==> src/rtl/alu_pkg.sv <==
// Shared constants, state/op-class types and funct decode for the multi-cycle ALU.
// Optional MULTU support is built when ALU_MC_MULT_EN is defined.
package alu_pkg;

    localparam logic [5:0] FUNCT_SLL   = 6'b000000;
    localparam logic [5:0] FUNCT_SRL   = 6'b000010;
    localparam logic [5:0] FUNCT_SRA   = 6'b000011;
    localparam logic [5:0] FUNCT_JR    = 6'b001000;
    localparam logic [5:0] FUNCT_ADD   = 6'b100000;
    localparam logic [5:0] FUNCT_SUB   = 6'b100010;
    localparam logic [5:0] FUNCT_AND   = 6'b100100;
    localparam logic [5:0] FUNCT_OR    = 6'b100101;
    localparam logic [5:0] FUNCT_XOR   = 6'b100110;
    localparam logic [5:0] FUNCT_SLT   = 6'b101010;
`ifdef ALU_MC_MULT_EN
    localparam logic [5:0] FUNCT_MULTU = 6'b011001;
`endif

    typedef enum logic [1:0] {
        StIdle,
        StExec,
        StShift
`ifdef ALU_MC_MULT_EN
        , StMul
`endif
    } state_e;

    typedef enum logic [1:0] {OpExec, OpShift, OpMul} op_class_e;

    typedef enum logic [1:0] {ShSll, ShSrl, ShSra} shift_e;

    // Anything not routed to SHIFT/MUL goes through EXEC, which flags unknown functs.
    function automatic op_class_e decode_op(input logic [5:0] funct);
        case (funct)
            FUNCT_SLL, FUNCT_SRL, FUNCT_SRA: return OpShift;
`ifdef ALU_MC_MULT_EN
            FUNCT_MULTU:                     return OpMul;
`endif
            default:                         return OpExec;
        endcase
    endfunction

    function automatic shift_e shift_kind(input logic [5:0] funct);
        case (funct)
            FUNCT_SRL: return ShSrl;
            FUNCT_SRA: return ShSra;
            default:   return ShSll;
        endcase
    endfunction

endpackage

==> src/rtl/alu_mc_if.sv <==
// Request/result bundle between an ALU client (master) and alu_mc (slave).
interface alu_mc_if #(
    parameter int unsigned W   = 32,
    parameter int unsigned SAW = $clog2(W)
) ();
    logic [5:0]     funct;
    logic           alu_enable;
    logic [W-1:0]   rs_val;
    logic [W-1:0]   rt_val;
    logic [SAW-1:0] sa;
    logic [W-1:0]   rd_val;
    logic           alu_valid;
    logic           alu_busy;
    logic           ovf;
    logic           illegal;

    modport master (
        output funct, alu_enable, rs_val, rt_val, sa,
        input  rd_val, alu_valid, alu_busy, ovf, illegal
    );

    modport slave (
        input  funct, alu_enable, rs_val, rt_val, sa,
        output rd_val, alu_valid, alu_busy, ovf, illegal
    );
endinterface

==> src/rtl/alu_shifter.sv <==
// One-bit-per-step shifter: load latches operand, amount and direction; dout is the
// value after the current step, done flags that the current step is the last.
module alu_shifter
    import alu_pkg::*;
#(
    parameter int unsigned W   = 32,
    parameter int unsigned SAW = $clog2(W)
) (
    input  logic           CLK,
    input  logic           RSTN,
    input  logic           load,
    input  logic           step,
    input  shift_e         kind,
    input  logic [W-1:0]   din,
    input  logic [SAW-1:0] amt,
    output logic [W-1:0]   dout,
    output logic           done
);
    logic [W-1:0]   data_q;
    logic [W-1:0]   one_step;
    logic [SAW-1:0] cnt_q;
    shift_e         kind_q;

    always_comb begin
        one_step = data_q;
        case (kind_q)
            ShSll:   one_step = {data_q[W-2:0], 1'b0};
            ShSrl:   one_step = {1'b0, data_q[W-1:1]};
            ShSra:   one_step = {data_q[W-1], data_q[W-1:1]};
            default: one_step = data_q;
        endcase
    end

    // A zero amount finishes on the first step with the operand unchanged.
    assign dout = (cnt_q == '0) ? data_q : one_step;
    assign done = (cnt_q <= SAW'(1));

    always_ff @(posedge CLK or negedge RSTN) begin
        if (!RSTN) begin
            data_q <= '0;
            cnt_q  <= '0;
            kind_q <= ShSll;
        end else if (load) begin
            data_q <= din;
            cnt_q  <= amt;
            kind_q <= kind;
        end else if (step && (cnt_q != '0)) begin
            data_q <= one_step;
            cnt_q  <= cnt_q - SAW'(1);
        end
    end
endmodule

==> src/rtl/alu_mc.sv <==
// Multi-cycle MIPS R-type ALU: IDLE/EXEC/SHIFT FSM with registered outputs.
// Defining ALU_MC_MULT_EN adds an iterative MULTU in an extra MUL state.
module alu_mc
    import alu_pkg::*;
#(
    parameter int unsigned W   = 32,
    parameter int unsigned SAW = $clog2(W)
) (
    input logic     CLK,
    input logic     RSTN,
    alu_mc_if.slave bus
);
    state_e       state_q;
    logic [5:0]   funct_q;
    logic [W-1:0] rs_q, rt_q;
    logic [W-1:0] rd_q;
    logic         valid_q, busy_q, ovf_q, illegal_q;

    op_class_e    cls;
    shift_e       sh_kind;
    logic         sh_load, sh_step, sh_done;
    logic [W-1:0] sh_out;

    logic [W-1:0] sum, diff, exec_res;
    logic         exec_ovf, exec_ill;

    assign cls     = decode_op(bus.funct);
    assign sh_kind = shift_kind(bus.funct);
    assign sh_load = (state_q == StIdle) && bus.alu_enable && (cls == OpShift);
    assign sh_step = (state_q == StShift);

    alu_shifter #(.W(W), .SAW(SAW)) u_shifter (
        .CLK  (CLK),
        .RSTN (RSTN),
        .load (sh_load),
        .step (sh_step),
        .kind (sh_kind),
        .din  (bus.rt_val),
        .amt  (bus.sa),
        .dout (sh_out),
        .done (sh_done)
    );

    always_comb begin
        sum      = rs_q + rt_q;
        diff     = rs_q - rt_q;
        exec_res = '0;
        exec_ovf = 1'b0;
        exec_ill = 1'b0;
        case (funct_q)
            FUNCT_ADD: begin
                exec_res = sum;
                exec_ovf = (rs_q[W-1] == rt_q[W-1]) && (sum[W-1] != rs_q[W-1]);
            end
            FUNCT_SUB: begin
                exec_res = diff;
                exec_ovf = (rs_q[W-1] != rt_q[W-1]) && (diff[W-1] != rs_q[W-1]);
            end
            FUNCT_AND: exec_res = rs_q & rt_q;
            FUNCT_OR:  exec_res = rs_q | rt_q;
            FUNCT_XOR: exec_res = rs_q ^ rt_q;
            FUNCT_SLT: exec_res = {{(W-1){1'b0}}, ($signed(rs_q) < $signed(rt_q))};
            FUNCT_JR:  exec_res = rs_q;
            default:   exec_ill = 1'b1;
        endcase
    end

`ifdef ALU_MC_MULT_EN
    // Shift-add multiplier: low half starts as rt and is consumed LSB-first.
    logic [2*W-1:0] prod_q, prod_nxt;
    logic [SAW-1:0] mcnt_q;
    logic [W:0]     psum;

    always_comb begin
        psum     = {1'b0, prod_q[2*W-1:W]} + {1'b0, (prod_q[0] ? rs_q : {W{1'b0}})};
        prod_nxt = {psum, prod_q[W-1:1]};
    end
`endif

    always_ff @(posedge CLK or negedge RSTN) begin
        if (!RSTN) begin
            state_q   <= StIdle;
            funct_q   <= '0;
            rs_q      <= '0;
            rt_q      <= '0;
            rd_q      <= '0;
            valid_q   <= 1'b0;
            busy_q    <= 1'b0;
            ovf_q     <= 1'b0;
            illegal_q <= 1'b0;
`ifdef ALU_MC_MULT_EN
            prod_q    <= '0;
            mcnt_q    <= '0;
`endif
        end else begin
            valid_q <= 1'b0;
            unique case (state_q)
                StIdle: begin
                    if (bus.alu_enable) begin
                        funct_q <= bus.funct;
                        rs_q    <= bus.rs_val;
                        rt_q    <= bus.rt_val;
                        busy_q  <= 1'b1;
                        case (cls)
                            OpShift: state_q <= StShift;
`ifdef ALU_MC_MULT_EN
                            OpMul: begin
                                state_q <= StMul;
                                prod_q  <= {{W{1'b0}}, bus.rt_val};
                                mcnt_q  <= SAW'(W - 1);
                            end
`endif
                            default: state_q <= StExec;
                        endcase
                    end
                end
                StExec: begin
                    rd_q      <= exec_res;
                    ovf_q     <= exec_ovf;
                    illegal_q <= exec_ill;
                    valid_q   <= 1'b1;
                    busy_q    <= 1'b0;
                    state_q   <= StIdle;
                end
                StShift: begin
                    if (sh_done) begin
                        rd_q      <= sh_out;
                        ovf_q     <= 1'b0;
                        illegal_q <= 1'b0;
                        valid_q   <= 1'b1;
                        busy_q    <= 1'b0;
                        state_q   <= StIdle;
                    end
                end
`ifdef ALU_MC_MULT_EN
                StMul: begin
                    prod_q <= prod_nxt;
                    mcnt_q <= mcnt_q - SAW'(1);
                    if (mcnt_q == '0) begin
                        rd_q      <= prod_nxt[W-1:0];
                        ovf_q     <= |prod_nxt[2*W-1:W];
                        illegal_q <= 1'b0;
                        valid_q   <= 1'b1;
                        busy_q    <= 1'b0;
                        state_q   <= StIdle;
                    end
                end
`endif
                default: begin
                    busy_q  <= 1'b0;
                    state_q <= StIdle;
                end
            endcase
        end
    end

    assign bus.rd_val    = rd_q;
    assign bus.alu_valid = valid_q;
    assign bus.alu_busy  = busy_q;
    assign bus.ovf       = ovf_q;
    assign bus.illegal   = illegal_q;
endmodule

==> src/flat_wrapper.sv <==
// flat-port wrapper written by rule: the top's interface ports become plain ports
module alu_mc_flat import alu_pkg::*;
#(
    parameter int unsigned W   = 32,
    parameter int unsigned SAW = $clog2(W)
)
  (CLK, RSTN, bus_funct, bus_alu_enable, bus_rs_val, bus_rt_val, bus_sa, bus_rd_val, bus_alu_valid, bus_alu_busy, bus_ovf, bus_illegal);
  alu_mc_if #(.W(W), .SAW(SAW)) bus_i ();
  input logic CLK;
  input logic RSTN;
  input wire logic [$bits(bus_i.funct)-1:0] bus_funct;
  input wire logic [$bits(bus_i.alu_enable)-1:0] bus_alu_enable;
  input wire logic [$bits(bus_i.rs_val)-1:0] bus_rs_val;
  input wire logic [$bits(bus_i.rt_val)-1:0] bus_rt_val;
  input wire logic [$bits(bus_i.sa)-1:0] bus_sa;
  output wire logic [$bits(bus_i.rd_val)-1:0] bus_rd_val;
  output wire logic [$bits(bus_i.alu_valid)-1:0] bus_alu_valid;
  output wire logic [$bits(bus_i.alu_busy)-1:0] bus_alu_busy;
  output wire logic [$bits(bus_i.ovf)-1:0] bus_ovf;
  output wire logic [$bits(bus_i.illegal)-1:0] bus_illegal;
  assign bus_i.funct = bus_funct;
  assign bus_i.alu_enable = bus_alu_enable;
  assign bus_i.rs_val = bus_rs_val;
  assign bus_i.rt_val = bus_rt_val;
  assign bus_i.sa = bus_sa;
  assign bus_rd_val = bus_i.rd_val;
  assign bus_alu_valid = bus_i.alu_valid;
  assign bus_alu_busy = bus_i.alu_busy;
  assign bus_ovf = bus_i.ovf;
  assign bus_illegal = bus_i.illegal;
  alu_mc #(.W(W), .SAW(SAW)) u_core (.CLK(CLK), .RSTN(RSTN), .bus(bus_i));
endmodule
==> config.mk <==
export PLATFORM = sky130hd
export DESIGN_NAME = alu_mc_flat
export DESIGN_NICKNAME = d
export VERILOG_FILES = /design/src/rtl/alu_pkg.sv /design/src/rtl/alu_mc_if.sv /design/src/rtl/alu_shifter.sv /design/src/rtl/alu_mc.sv /design/src/flat_wrapper.sv
export SDC_FILE = /design/constraint.sdc
export NUM_CORES = 1
export LEC_CHECK = 0
export ABC_CLOCK_PERIOD_IN_PS = 3300
export CORE_UTILIZATION = 55
export CTS_BUF_LIST = sky130_fd_sc_hd__clkbuf_8
export DETAILED_ROUTE_END_ITERATION = 10
export GPL_TIMING_DRIVEN = 1
export PLACE_DENSITY = 0.78
export SLEW_MARGIN = 20
export SYNTH_ARGS = -nofsm -noshare
export SYNTH_HDL_FRONTEND = slang
export SYNTH_SLANG_ARGS = --single-unit
export TNS_END_PERCENT = 5
==> constraint.sdc <==
create_clock -name CLK -period 3.3 [get_ports CLK]
set_input_delay 0.99 -clock CLK [delete_from_list [all_inputs] [get_ports CLK]]
set_output_delay 0.99 -clock CLK [all_outputs]
set_load 0.005 [all_outputs]
======== Word-level counts from Yosys, hierarchy flattened ========
Index checks and enable logic that the tools add are counted.
storage, ports and cells
  logic and storage cells ................. 81
  bits of input ports ..................... 78
  output and inout bits ................... 36
  flip-flop bits (word level) ............. 147
operators by class
  reductions and logical operators ........ 17
  mux-type cells .......................... 24
  bitwise gates (word level) .............. 3
  add/sub/neg operators ................... 3
  eq/ne operators ......................... 20
  $lt $le $gt $ge ......................... 2
operators with widths
  operator              count
  $pmux W32 S7          1
  $mux W32              4
  $pmux W32 S3          1
  $pmux W32 S2          1
  $eq A6 B6 Y1 const B  6
  $add A32 B32 Y32      1
  $and A32 B32 Y32      1
  $lt A32 B32 Y1        1
  $or A32 B32 Y32       1
  $sub A32 B32 Y32      1
  $xor A32 B32 Y32      1
  $eq A6 B2 Y1 const B  2
  $mux W5               2
  $pmux W1 S2           5
  $pmux W2 S2           2
  $reduce_or A7 Y1      1
  $eq A6 B4 Y1 const B  1
  $logic_not A6 Y1      1
  $mux W2               3
  $reduce_and A2 Y1     3
  $le A5 B1 Y1 const B  1
  $logic_and A1 B1 Y1   5
  $logic_not A5 Y1      1
  $mux W1               5
  12 further kinds      18

======== Depth between registers and ports, before layout ========
Gate-level depths: netlist of the first run.
  depth in word-level cells ............... 7
  gate-level depth with buffers ........... 12

======== Modules after synthesis ========
Synthesis of the first run repeated with hierarchy kept, for this count alone.
unflattened totals
  cell total of the unflattened synthesis .. 1656
  area total of the unflattened synthesis .. 13251.5 sq um
by module, submodules not included
  module       seq. area each (sq um)  cells an instance  times used  area each (sq um)
  alu_mc       2702.6                  1289               1           9960.8
  alu_shifter  975.9                   367                1           3290.7

======== Least setup slack after synthesis of the first run ========
OpenSTA, ideal clock, no wires.
  path type ............................... register to register
  from .................................... register u_core.rt_q[0]
  to ...................................... register u_core.rd_q[22], in the netlist u_core.bus.rd_val[22]
  cell stages (with the launch flop) ...... 12
  setup time .............................. 0.124 ns
  path buffers ............................ 0
  clock period less this slack ............ 3.042 ns
  data arrival time ....................... 2.918 ns
  setup slack ............................. 0.258 ns
  required time ........................... 3.176 ns
  cell sequence ........................... dfrtp_1 ha_1 fa_1 a211oi_1 o21ai_0 a32oi_1 o31ai_1 a211oi_1 a211oi_1 nor3b_1 mux2i_1 a211o_1
between the ends
  cells in the longest elaborated chain, start to end .. 3
  elaborated cells between the ends (all ways) .. 4
  those cells by class .................... add/sub: 2; mux: 2
ends and longest elaborated chain
  element                                               line                        source
  from (decl)                                           alu_mc.sv:15                logic [W-1:0] rs_q, rt_q;
  from (signal assigned)                                alu_mc.sv:102               rt_q <= bus.rt_val;
  $sub A32 B32 Y32 or $add A32 B32 Y32 (tied branches)  alu_mc.sv:46, alu_mc.sv:45
  $pmux W32 S7 *                                        alu_mc.sv:50                case (funct_q)
  $pmux W32 S2 *                                        alu_mc.sv:97                unique case (state_q)
  to (signal assigned)                                  alu_mc.sv:118               rd_q <= exec_res;
  to (signal assigned)                                  alu_mc.sv:127               rd_q <= sh_out;
  to (decl)                                             alu_mc.sv:16                logic [W-1:0] rd_q;
Every way passes the cells marked *; elsewhere a longest branch is shown, timed or not.
A chain may end at the register's enable or synchronous reset.

======== Worst setup path in the final report of the first run ========
  from .................................... register u_core.rt_q[1]
  to ...................................... register u_core.rd_q[27], in the netlist u_core.bus.rd_val[27]
Same word-level chain as after synthesis.

==> load_flow_metrics.sql, run 1 <==
INSERT INTO impl_metrics (metric_group, metric, value, unit) VALUES
('clock_tree', 'register_clock_pin_slew_on_the_reported_worst_setup_and_hold_paths', '0.11', 'ns'),
('timing', 'worstMarginPinSlew', '0.7377', 'ns'),
('synth', 'synth.yosys.seq_area_share', '29.00', '%'),
('status', 'run_status', 'finished, final reports clean', ''),
('timing', 'final-setup-viol-count', '0', ''),
('setup_path', 'critical_path_peak_fanout', '6', ''),
('synth', 'synth.net_count', '1848', ''),
('setup_path', 'timing.rr.end', 'u_core.bus.rd_val[27]', ''),
('setup_path', 'crit_arrival', '3.58', 'ns'),
('synth', 'syn_area_per_cell', '7.687', 'µm²'),
('synth', 'yosys-top-cells-area', 'dfrtp_1 (29%), ha_1 (12%), o21ai_0 (8.0%)', ''),
('global_route', 'grt_util_all_layers', '37.75', '%'),
('layout', 'num-nets-final', '1969', ''),
('clock_tree', 'tritoncts.num_buffers', '17', ''),
('pwr', 'power.share.sequential', '26.3', '%'),
('pwr', 'power.share.switching', '48.64', '%'),
('synth', 'synthCells', '1650', ''),
('global_route', 'grt_max_degree', '67', ''),
('pwr', 'power.share.combinational', '60.7', '%'),
('pwr', 'clock_power_share', '13.0', '%'),
('place', 'port-buffer-count', '113', ''),
('timing', 'grt_setup_unrepaired', 'true', ''),
('setup_path', 'reg2reg_setup_slack', '0.07', 'ns'),
('min_path', 'hp-class', 'primary input to asynchronous set/reset pin', ''),
('pwr', 'p_leak', '6.471', 'nW'),
('synth', 'yosys.area_share.simple', '16.60', '%'),
('timing', 'finalCriticalPeriod', '3.228', 'ns'),
('layout', 'ratio_of_cells_with_drive_above_1_in_the_final_layout', '11.21', '%'),
('setup_path', 'worstSetupPathType', 'flip-flop to flip-flop', ''),
('detailed_routing', 'route.vias.total', '13330', ''),
('timing', 'maxClockFrequency', '309.8', 'MHz'),
('clock_tree', 'clock_tree.buffer_depth', '2', ''),
('die', 'rows', '55', ''),
('die', 'chipHeight', '153.9', 'µm'),
('clock_tree', 'root_buffer', 'clkbuf_8', ''),
('detailed_routing', 'final_wl', '44.43', 'mm'),
('global_route', 'grt_antenna_before_repair', '0', ''),
('layout', 'layout.cell_area.non_filler', '0.01523', 'mm²'),
('synth', 'synth_cell_types', '79', ''),
('place', 'dp_slack', '-0.07067', 'ns'),
('detailed_routing', 'wire_per_inst', '21.47', 'µm'),
('layout', 'num_antenna_cells', '0', ''),
('synth', 'postSynth.topFlopCell', 'dfrtp_1', ''),
('timing', 'min_period_over_period', '97.83', '%'),
('synth', 'synth_adder_area_share', '11.96', '%'),
('synth', 'yosys.area.top_type', 'dfrtp_1', ''),
('timing', 'hold_viol_final', '0', ''),
('synth', 'synth_edf_count', '0', ''),
('timing', 'max_slew_margin', '50.64', '%'),
('synth', 'synth_top_area_share', '29.00', '%'),
('clock_tree', 'cts.htree.levels', '4', ''),
('place', 'gp_routability_congestion', '0.9910', ''),
('pwr', 'cellPowerDensity', '789.6', 'mW/mm²'),
('setup_path', 'ff2ff_path_depth', '13', ''),
('setup_path', 'cp.required', '3.65', 'ns'),
('detailed_routing', 'routed_via_density', '6.441', ''),
('pwr', 'internal_power', '6.176', 'mW'),
('timing', 'fin_setup_tns', '0', 'ns'),
('synth', 'yosysWarnings', '0', ''),
('synth', 'synth_seq_cells', '147', ''),
('clock_tree', 'clk_latency', '0.48', 'ns'),
('synth', 'proportion_of_synthesized_flip_flops_having_asynchronous_set_or_reset', '100.0', '%'),
('global_route', 'global_route_wire_length_before_repair', '69.79', 'mm'),
('layout', 'synthToLayoutAreaGrowth', '20.07', '%'),
('detailed_routing', 'drt_iter0_drc', '1172', ''),
('die', 'count_of_pins_on_the_block_boundary', '114', ''),
('place', 'place.detailed.hpwl', '32.54', 'mm'),
('detailed_routing', 'detail_route.drc_violations', '0', ''),
('pwr', 'ir_drop', '388.6', 'µV'),
('timing', 'timing_max_transition_violations_final', '0', ''),
('place', 'placement.cell_area', '0.01464', 'mm²');
-- cell families (layout without fill, tap and decap cells) --
logic type               after synthesis  count (layout)
buffers and inverters                222             356
XOR/XNOR                               9               9
flip-flops                           147             147
AND/OR/NAND/NOR                      472             472
adder cells (fa/ha/maj)              120             120
AO/OA/AOI/OAI                        652             652
multiplexers                          28              28
-- sequential cells by signal, indices dropped and copies added (netlist names) --
name,count
u_core.u_shifter.cnt_q,5
u_core.funct_q,6
u_core.rs_q,32
u_core.bus.illegal,1
u_core.state_q,2
u_core.u_shifter.data_q,32
u_core.bus.rd_val,32
u_core.rt_q,32
u_core.bus.ovf,1
u_core.bus.alu_busy,1
u_core.bus.alu_valid,1
u_core.u_shifter.kind_q,2
-- cells in the mapped netlist (23+ instances only) --
| cell | count |
|---|---|
| nand2_1 | 183 |
| nor3_1 | 29 |
| a211oi_1 | 27 |
| dfrtp_1 | 147 |
| inv_1 | 107 |
| clkbuf_1 | 92 |
| ha_1 | 118 |
| o21ai_0 | 202 |
| a22oi_1 | 23 |
| nor2_1 | 147 |
| a221oi_1 | 35 |
| o211ai_1 | 27 |
| a21oi_1 | 164 |
-- worst max-delay path by stage --
stage / start / end / slack (ns)
finish: u_core.rt_q[1] / u_core.bus.rd_val[27] / 0.07
global route: u_core.rt_q[0] / u_core.bus.rd_val[22] / -0.07
CTS: u_core.rt_q[0] / u_core.bus.rd_val[0] / 0.01
detailed placement: u_core.rt_q[9] / u_core.bus.rd_val[31] / -0.07
global placement: u_core.rt_q[9] / u_core.bus.rd_val[31] / -0.05
floorplan: u_core.rt_q[0] / u_core.bus.rd_val[22] / 0.26
-- worst max-delay path: stages (launching register included) --
cell	delay, ns
dfrtp_1	0.42
inv_1	0.08
buf_4	0.14
ha_1	0.20
o21ba_2	0.26
nor4_1	0.06
a211o_1	0.40
a211oi_2	0.34
o21a_1	0.38
o211ai_4	0.17
buf_4	0.17
a211o_1	0.28
o211ai_1	0.11
a31oi_1	0.11
-- placed cells by master, fill, tap and decap left out, types with 9 or more instances in the layout --
cell type,count
a211oi_1,21
o21bai_1,10
dfrtp_1,145
ha_1,116
and3_1,9
nor3_1,27
or3_1,12
clkdlybuf4s50_1,112
clkbuf_8,19
o211ai_1,27
nand2_1,183
mux2_2,14
a221oi_1,33
a211o_1,9
o221ai_1,16
nand3_1,15
a22oi_1,23
inv_1,107
nand2b_1,20
buf_4,94
mux2i_1,14
a21o_1,20
a21oi_1,162
o22ai_1,19
a31oi_1,19
nand4_1,11
nor2_1,144
o21ai_0,199
nor2b_1,10
-- stage by stage --
stage	utilization, %	power, mW	instances
after floorplan	-	7.468	1650
after global placement	64.67	9.935	2035
after detailed placement	64.67	10.05	2035
after CTS	66.62	11.67	2067
after global routing	67.27	12.85	2069
final	67.27	12.03	2069
-- cell type report --
type,instances,area [µm²]
Fill cell,1921,7411
Sequential cell,147,3681
Clock inverter,13,147.6
Clock buffer,19,261.5
Inverter,109,409.1
Tap cell,285,356.6
Multi-Input combinational cell,1281,8376
Timing Repair Buffer,215,1998
-- per-layer routing --
layer | part of all wire [%] | track usage [%]
met1 | 41 | 48.79
met2 | 47 | 61.90
met3 | 7.4 | 6.229
met4 | 3.9 | 17.29
met5 | 0 | 0
-- power groups by stage --
stage	sequential, mW	clock (mW)	combinational (mW)
after detailed placement	3.16	0	6.89
after global placement	3.12	0	6.81
after CTS	3.13	1.57	6.98
after floorplan	2.93	0	4.53
after global routing	3.24	1.64	7.97
final	3.16	1.56	7.30
-- what timing repair did --
| action | in CTS | in global routing |
|---|---|---|
| resized for setup | 6 | 27 |
| hold buffers | 0 | 0 |
| pin swaps | 0 | 5 |
| setup buffers | 0 | 2 |
| endpoints found under the setup margin | 5 | 16 |
(Power assumes the default switching activity.)
==> inputs of run 2 (changes only) <==
--- a/config.mk
+++ b/config.mk
@@ -6,11 +6,11 @@
 export NUM_CORES = 1
 export LEC_CHECK = 0
 export ABC_CLOCK_PERIOD_IN_PS = 3300
-export CORE_UTILIZATION = 55
+export CORE_UTILIZATION = 50
 export CTS_BUF_LIST = sky130_fd_sc_hd__clkbuf_8
 export DETAILED_ROUTE_END_ITERATION = 10
-export GPL_TIMING_DRIVEN = 1
-export PLACE_DENSITY = 0.78
+export GPL_TIMING_DRIVEN = 0
+export PLACE_DENSITY = 0.72
 export SLEW_MARGIN = 20
 export SYNTH_ARGS = -nofsm -noshare
 export SYNTH_HDL_FRONTEND = slang
==> load_flow_metrics.sql, run 2 (synthesis results as in run 1) <==
INSERT INTO impl_metrics (metric_group, metric, value, unit) VALUES
('layout', 'ratio_of_cells_with_drive_above_1_in_the_final_layout', '10.34', '%'),
('clock_tree', 'cts.htree.levels', '4', ''),
('global_route', 'number_of_global_route_vias_before_repair', '13470', ''),
('layout', 'num_antenna_cells', '0', ''),
('die', 'chipHeight', '161.3', 'µm'),
('timing', 'worstMarginPinSlew', '1.181', 'ns'),
('layout', 'n_fill_cell', '2267', ''),
('timing', 'fin_setup_tns', '-0.01105', 'ns'),
('clock_tree', 'tritoncts', 'built', ''),
('timing', 'min_period_over_period', '100.3', '%'),
('timing', 'max_slew_margin', '21.29', '%'),
('timing', 'clock-skew-final', '0.02730', 'ns'),
('detailed_routing', 'first_pass_iters', '11', ''),
('timing', 'maxClockFrequency', '302.0', 'MHz'),
('setup_path', 'critical_path.cell_chain', 'inv_1 > ha_1 > clkbuf_4 > o21ai_0 > a21oi_2 > a211oi_2 > buf_4 > o21ai_2 > a31oi_4 > a21o_1 > a211o_1 > o211ai_1 > a31oi_1', ''),
('place', 'gp_routability_congestion', '1.023', ''),
('layout', 'synthToLayoutAreaGrowth', '21.54', '%'),
('clock_tree', 'root_buffer', 'clkbuf_8', ''),
('clock_tree', 'register_clock_pin_slew_on_the_reported_worst_setup_and_hold_paths', '0.11', 'ns'),
('clock_tree', 'clock_tree.buffer_depth', '2', ''),
('die', 'coreArea', '0.02460', 'mm²'),
('detailed_routing', 'drt_iter0_drc', '1715', ''),
('clock_tree', 'cts.sinks', '147', ''),
('clock_tree', 'clk_latency', '0.51', 'ns'),
('pwr', 'cellPowerDensity', '809.8', 'mW/mm²'),
('detailed_routing', 'route.vias.total', '14210', ''),
('pwr', 'p_leak', '6.371', 'nW'),
('setup_path', 'crit_arrival', '3.70', 'ns'),
('die', 'rows', '57', ''),
('min_path', 'hp-class', 'primary input to asynchronous set/reset pin', ''),
('setup_path', 'rr_startpoint', 'u_core.rs_q[6]', ''),
('place', 'placement.cell_area', '0.01429', 'mm²'),
('setup_path', 'cp_startpoint_kind', 'flip-flop', ''),
('detailed_routing', 'wire_per_inst', '25.52', 'µm'),
('status', 'run_status', 'complete, but fails checks', ''),
('detailed_routing', 'routed_via_density', '6.605', ''),
('setup_path', 'cp.required', '3.69', 'ns'),
('layout', 'layout.cell_area.non_filler', '0.01541', 'mm²'),
('place', 'place.detailed.hpwl', '40.15', 'mm'),
('timing', 'final-setup-viol-count', '1', ''),
('detailed_routing', 'detail_route.drc_violations', '1', ''),
('setup_path', 'cpPeakStageDelay', '0.43', 'ns'),
('global_route', 'grt_max_degree', '78', ''),
('layout', 'commonest_non_fill_non_tap_cell_in_the_layout', 'o21ai_0', ''),
('flow_run', 'cap_violations', '0', ''),
('die', 'count_of_pins_on_the_block_boundary', '114', ''),
('clock_tree', 'holdBufCountCts', '0', ''),
('global_route', 'grt_antenna_before_repair', '1', ''),
('timing', 'hold_viol_final', '0', ''),
('setup_path', 'cpMaxStageDelayCell', 'dfrtp_1', ''),
('timing', 'timing_max_transition_violations_final', '0', ''),
('die', 'floorplan.initialDensity', '51.55', '%'),
('detailed_routing', 'final_wl', '54.89', 'mm'),
('timing', 'finalCriticalPeriod', '3.311', 'ns'),
('global_route', 'grt_remaining_overflow', '0', ''),
('setup_path', 'crit_path_start', 'u_core.rs_q[6]', ''),
('layout', 'final_core_utilization', '62.65', '%'),
('place', 'port-buffer-count', '113', ''),
('global_route', 'grt_util_all_layers', '41.84', '%'),
('die', 'design.die.area', '0.02601', 'mm²'),
('setup_path', 'critical_path_peak_fanout', '10', ''),
('setup_path', 'worstSetupPathType', 'flip-flop to flip-flop', ''),
('pwr', 'ir_drop', '365.9', 'µV'),
('global_route', 'global_route_wire_length_before_repair', '81.09', 'mm'),
('timing', 'grt_setup_unrepaired', 'true', ''),
('setup_path', 'category_of_the_worst_setup_path_capture_point', 'flip-flop', ''),
('die', 'die_w', '161.3', 'µm'),
('status', 'failed_checks', 'DRC, setup timing', ''),
('timing', 'fin_ws', '-0.01105', 'ns'),
('layout', 'num-nets-final', '2012', ''),
('clock_tree', 'tritoncts.num_buffers', '17', ''),
('detailed_routing', 'ant_nets', '0', ''),
('layout', 'mostFrequentLayoutCells', 'o21ai_0 (199), nand2_1 (183), a21oi_1 (159), dfrtp_1 (144), nor2_1 (143)', '');
## run 2: changes by cell type in the layout (fill, tap and decap cells not counted), moves of 4 or more
cell,before,now
buf_1,0,14
buf_12,8,0
buf_2,0,5
buf_4,94,33
buf_6,1,5
clkbuf_1,0,67
clkbuf_2,0,17
ha_1,116,110
ha_4,0,7
inv_1,107,102
inv_2,1,7
## run 2: metrics by stage
| step | worst slack, ns | power, mW | hold WS (ns) | instances |
|---|---|---|---|---|
| 5_1_grt | -0.08933 | 13.16 | 0.4615 | 2151 |
| 2_1_floorplan | 0.2584 | 7.468 | 0.4733 | 1650 |
| 4_1_cts | -0.1656 | 11.67 | 0.4575 | 2122 |
| 3_5_place_dp | -0.7046 | 9.797 | 0.5238 | 2089 |
| 6_report | -0.01105 | 12.48 | 0.4126 | 2151 |
| 3_3_place_gp | -4.915 | 9.682 | 0.5076 | 2087 |
## run 2: final cells by class
| class | count | area [µm²] | area share (%) |
|---|---|---|---|
| buffer | 112 | 504.2 | 3.271 |
| sequential | 147 | 3682 | 23.89 |
| multi-input combinational | 1281 | 8582 | 55.67 |
| clock inverter | 14 | 180.2 | 1.169 |
| clock buffer | 18 | 247.7 | 1.607 |
| timing repair buffer | 146 | 1404 | 9.107 |
| tap | 324 | 405.4 | 2.630 |
| inverter | 109 | 409.1 | 2.654 |
## run 2: worst max-delay path: cells and delay by family (launching register included)
family | cells | cell delay, ns
flops | 1 | 0.43
buf+inv | 3 | 0.52
compound gates | 9 | 1.85
fa+ha+maj | 1 | 0.39
## run 2: path summary, 6_finish.rpt
kind                                              to  slack (ns)  cells past startpoint
setup / recovery               u_core.bus.rd_val[27]       -0.01                     13
hold / removal             u_core.u_shifter.cnt_q[4]        0.41                      1
setup reg to reg               u_core.bus.rd_val[27]       -0.01                     13
hold reg to reg                       u_core.bus.ovf        0.55                      2
max in group asynchronous             u_core.rs_q[8]        2.06                      2
min in group CLK                      u_core.bus.ovf        0.55                      2
## run 2: where the power goes
group          switching (mW)  total, mW  internal, mW
clock network           0.889       1.67         0.779
registers               0.700       3.12          2.42
logic                    4.73       7.70          2.97
total                    6.32       12.5          6.16
## run 2: repair_timing
item | CTS | global route
gates resized for setup | 41 | 100
pin swaps | 2 | 24
buffers inserted | 1 | 30
endpoints found under the setup margin | 42 | 62
## run 2: routing by layer
layer / wire length [µm] / GRT usage, %
met5: 0 / 0
met4: 3441 / 24.79
met3: 5794 / 8.860
met2: 24150 / 63.95
met1: 21500 / 54.44
==> inputs of run 3 (changes only) <==
--- a/config.mk
+++ b/config.mk
@@ -5,12 +5,12 @@
 export SDC_FILE = /design/constraint.sdc
 export NUM_CORES = 1
 export LEC_CHECK = 0
-export ABC_CLOCK_PERIOD_IN_PS = 3300
+export ABC_CLOCK_PERIOD_IN_PS = 3100
 export CORE_UTILIZATION = 50
 export CTS_BUF_LIST = sky130_fd_sc_hd__clkbuf_8
 export DETAILED_ROUTE_END_ITERATION = 10
 export GPL_TIMING_DRIVEN = 0
-export PLACE_DENSITY = 0.72
+export PLACE_DENSITY = 0.69
 export SLEW_MARGIN = 20
 export SYNTH_ARGS = -nofsm -noshare
 export SYNTH_HDL_FRONTEND = slang
==> constraint.sdc (replaced) <==
create_clock -name CLK -period 3.1 [get_ports CLK]
set_input_delay 0.93 -clock CLK [delete_from_list [all_inputs] [get_ports CLK]]
set_output_delay 0.93 -clock CLK [all_outputs]
set_load 0.005 [all_outputs]
==> load_flow_metrics.sql, run 3 (synthesis results as in run 1) <==
INSERT INTO impl_metrics (metric_group, metric, value, unit) VALUES
('layout', 'synthToLayoutAreaGrowth', '23.09', '%'),
('clock_tree', 'holdBufCountCts', '0', ''),
('setup_path', 'worstSetupPathType', 'flip-flop to flip-flop', ''),
('detailed_routing', 'drt_iter0_drc', '1627', ''),
('global_route', 'number_of_global_route_vias_before_repair', '13330', ''),
('timing', 'hold_ws', '0.3620', 'ns'),
('layout', 'num_antenna_cells', '0', ''),
('status', 'failed_checks', 'setup timing', ''),
('setup_path', 'timing.critical_path.mode_cell', 'a211oi_4', ''),
('layout', 'commonest_non_fill_non_tap_cell_in_the_layout', 'o21ai_0', ''),
('detailed_routing', 'detail_route.drc_violations', '0', ''),
('pwr', 'power.share.combinational', '62.8', '%'),
('pwr', 'power.share.switching', '50.57', '%'),
('place', 'gp_routability_congestion', '1.022', ''),
('pwr', 'internal_power', '6.686', 'mW'),
('setup_path', 'cp_startpoint_kind', 'flip-flop', ''),
('layout', 'n_fill_cell', '2208', ''),
('global_route', 'grt_max_degree', '79', ''),
('timing', 'worstMarginPinSlew', '0.9955', 'ns'),
('global_route', 'grt_antenna_before_repair', '0', ''),
('status', 'run_status', 'complete, but fails checks', ''),
('timing', 'clock-skew-final', '0.02925', 'ns'),
('pwr', 'power_switching', '6.840', 'mW'),
('setup_path', 'critical_path.cell_chain', 'ha_4 > fa_2 > a211oi_4 > o21ai_4 > a32oi_4 > o31ai_4 > a211oi_4 > a211oi_1 > nor3b_1 > mux2i_1 > a211o_1', ''),
('setup_path', 'critical_path_peak_fanout', '4', ''),
('timing', 'min_period_over_period', '105.0', '%'),
('pwr', 'ir_drop', '481.4', 'µV'),
('clock_tree', 'tritoncts.num_buffers', '17', ''),
('pwr', 'power.share.sequential', '24.7', '%'),
('detailed_routing', 'final_wl', '54.70', 'mm'),
('timing', 'max_slew_margin', '33.64', '%'),
('setup_path', 'reg2reg_setup_slack', '-0.16', 'ns'),
('setup_path', 'ff2ff_path_depth', '11', ''),
('timing', 'maxClockFrequency', '307.2', 'MHz'),
('layout', 'regArea', '0.003684', 'mm²'),
('clock_tree', 'clk_latency', '0.50', 'ns'),
('setup_path', 'timing.critical_path.max_delay_family', 'compound AO/OA/AOI/OAI gates', ''),
('die', 'coreArea', '0.02460', 'mm²'),
('detailed_routing', 'wire_per_inst', '25.35', 'µm'),
('setup_path', 'crit_arrival', '3.64', 'ns'),
('die', 'count_of_pins_on_the_block_boundary', '114', ''),
('layout', 'mostFrequentLayoutCells', 'o21ai_0 (197), nand2_1 (183), a21oi_1 (152), dfrtp_1 (143), nor2_1 (142)', ''),
('min_path', 'hp-class', 'primary input to asynchronous set/reset pin', ''),
('setup_path', 'cp.required', '3.49', 'ns'),
('layout', 'ratio_of_cells_with_drive_above_1_in_the_final_layout', '12.05', '%'),
('timing', 'fin_ws', '-0.1556', 'ns'),
('die', 'design.die.area', '0.02601', 'mm²'),
('setup_path', 'timing.rr.end', 'u_core.bus.rd_val[22]', ''),
('timing', 'finalCriticalPeriod', '3.256', 'ns'),
('detailed_routing', 'first_pass_iters', '6', ''),
('timing', 'timing_max_transition_violations_final', '0', ''),
('timing', 'final-setup-viol-count', '16', ''),
('layout', 'multi_input_area', '0.008710', 'mm²'),
('setup_path', 'rr_startpoint', 'u_core.rt_q[0]', ''),
('clock_tree', 'cts.sinks', '147', ''),
('clock_tree', 'register_clock_pin_slew_on_the_reported_worst_setup_and_hold_paths', '0.11', 'ns'),
('flow_run', 'cap_violations', '0', ''),
('detailed_routing', 'route.vias.total', '14300', ''),
('timing', 'hold_viol_final', '0', ''),
('place', 'place.detailed.hpwl', '40.11', 'mm'),
('place', 'port-buffer-count', '113', ''),
('detailed_routing', 'ant_nets', '0', ''),
('pwr', 'p_leak', '6.478', 'nW'),
('layout', 'num-nets-final', '2019', ''),
('die', 'rows', '57', ''),
('setup_path', 'cpPeakStageDelay', '0.47', 'ns'),
('die', 'die_w', '161.3', 'µm'),
('clock_tree', 'tritoncts', 'built', ''),
('clock_tree', 'root_buffer', 'clkbuf_8', ''),
('clock_tree', 'cts.htree.levels', '4', ''),
('global_route', 'global_route_wire_length_before_repair', '81.09', 'mm'),
('setup_path', 'category_of_the_worst_setup_path_capture_point', 'flip-flop', ''),
('pwr', 'clock_power_share', '12.5', '%'),
('die', 'chipHeight', '161.3', 'µm'),
('global_route', 'grt_util_all_layers', '41.68', '%'),
('setup_path', 'cp_num_buf_inv', '0', ''),
('die', 'floorplan.initialDensity', '51.55', '%'),
('clock_tree', 'clock_tree.buffer_depth', '2', ''),
('timing', 'grt_setup_unrepaired', 'true', ''),
('pwr', 'total_power_of_the_final_layout', '13.53', 'mW'),
('pwr', 'cellPowerDensity', '866.4', 'mW/mm²'),
('detailed_routing', 'routed_via_density', '6.627', ''),
('global_route', 'grt_remaining_overflow', '0', ''),
('setup_path', 'cpMaxStageDelayCell', 'dfrtp_2', '');
## run 3: cell types whose count changed in the layout (fill, tap and decap cells not counted), sizes merged
| cell | previous run | this run |
|---|---|---|
| clkbuf | 104 | 111 |
| clkdlybuf4s18 | 0 | 1 |
| clkdlybuf4s15 | 1 | 0 |
| inv | 112 | 111 |
| clkinvlp | 3 | 5 |
| buf | 59 | 58 |
## run 3: timing repair
| action | in CTS | in global routing |
|---|---|---|
| cloned | 0 | 0 |
| setup endpoints to repair | 90 | 71 |
| endpoints found under the hold margin | 0 | 0 |
| buffers inserted | 12 | 25 |
| pin swaps | 14 | 35 |
| gates resized for setup | 83 | 90 |
## run 3: per-layer routing
metal,share of wire [%],GRT usage [%],vias to the layer above
met5,0,0,-
met4,5.9,22.26,0
met3,10,8.911,208
met2,44,65.18,933
met1,40,53.88,6822
li1,-,-,6337
## run 3: worst max path at each step
stage | startpoint | to | slack [ns] | cells past startpoint
detailed placement | u_core.rt_q[0] | u_core.bus.rd_val[22] | -0.86 | 11
global placement | RSTN | u_core.rt_q[13] | -5.02 | 1
CTS | u_core.funct_q[3] | u_core.bus.rd_val[11] | -0.21 | 9
floorplan | u_core.rt_q[0] | u_core.bus.rd_val[22] | 0.06 | 11
finish | u_core.rt_q[0] | u_core.bus.rd_val[22] | -0.16 | 11
global route | u_core.rs_q[0] | u_core.bus.rd_val[28] | -0.20 | 12
## run 3: power by group through the flow
| stage | Sequential [mW] | Combinational (mW) | Clock [mW] |
|---|---|---|---|
| 6_report | 3.34 | 8.49 | 1.69 |
| 5_1_grt | 3.41 | 9.10 | 1.73 |
| 4_1_cts | 3.29 | 7.70 | 1.66 |
| 3_5_place_dp | 3.32 | 7.10 | 0 |
| 3_3_place_gp | 3.30 | 7.00 | 0 |
| 2_1_floorplan | 3.12 | 4.83 | 0 |
## run 3: cell type report
class	instances	share of cell area, %
inverters	109	2.621
multi-input cells	1281	55.79
clock buffers	17	1.499
well taps	324	2.597
plain buffers	111	3.230
clock inverters	15	1.090
flip-flops and latches	147	23.59
repair buffers	154	9.585
## run 3: worst register-to-register path, stage by stage (launching register included)
cell and delay (ns):
dfrtp_2 0.47, ha_4 0.20, fa_2 0.41, a211oi_4 0.32, o21ai_4 0.12, a32oi_4 0.36
o31ai_4 0.14, a211oi_4 0.29, a211oi_1 0.12, nor3b_1 0.28, mux2i_1 0.12, a211o_1 0.30
## run 3: stage by stage
step / area (µm²) / setup TNS, ns / utilization (%) / instances / setup WS (ns)
after floorplan: 12680 / 0 / - / 1650 / 0.05837
after global placement: 14220 / -833.83 / 57.79 / 2087 / -5.024
after detailed placement: 14300 / -66.39 / 58.11 / 2091 / -0.8557
after CTS: 15140 / -1.726 / 61.55 / 2133 / -0.2124
after global routing: 15610 / -3.701 / 63.45 / 2158 / -0.1981
final: 15610 / -1.265 / 63.45 / 2158 / -0.1556
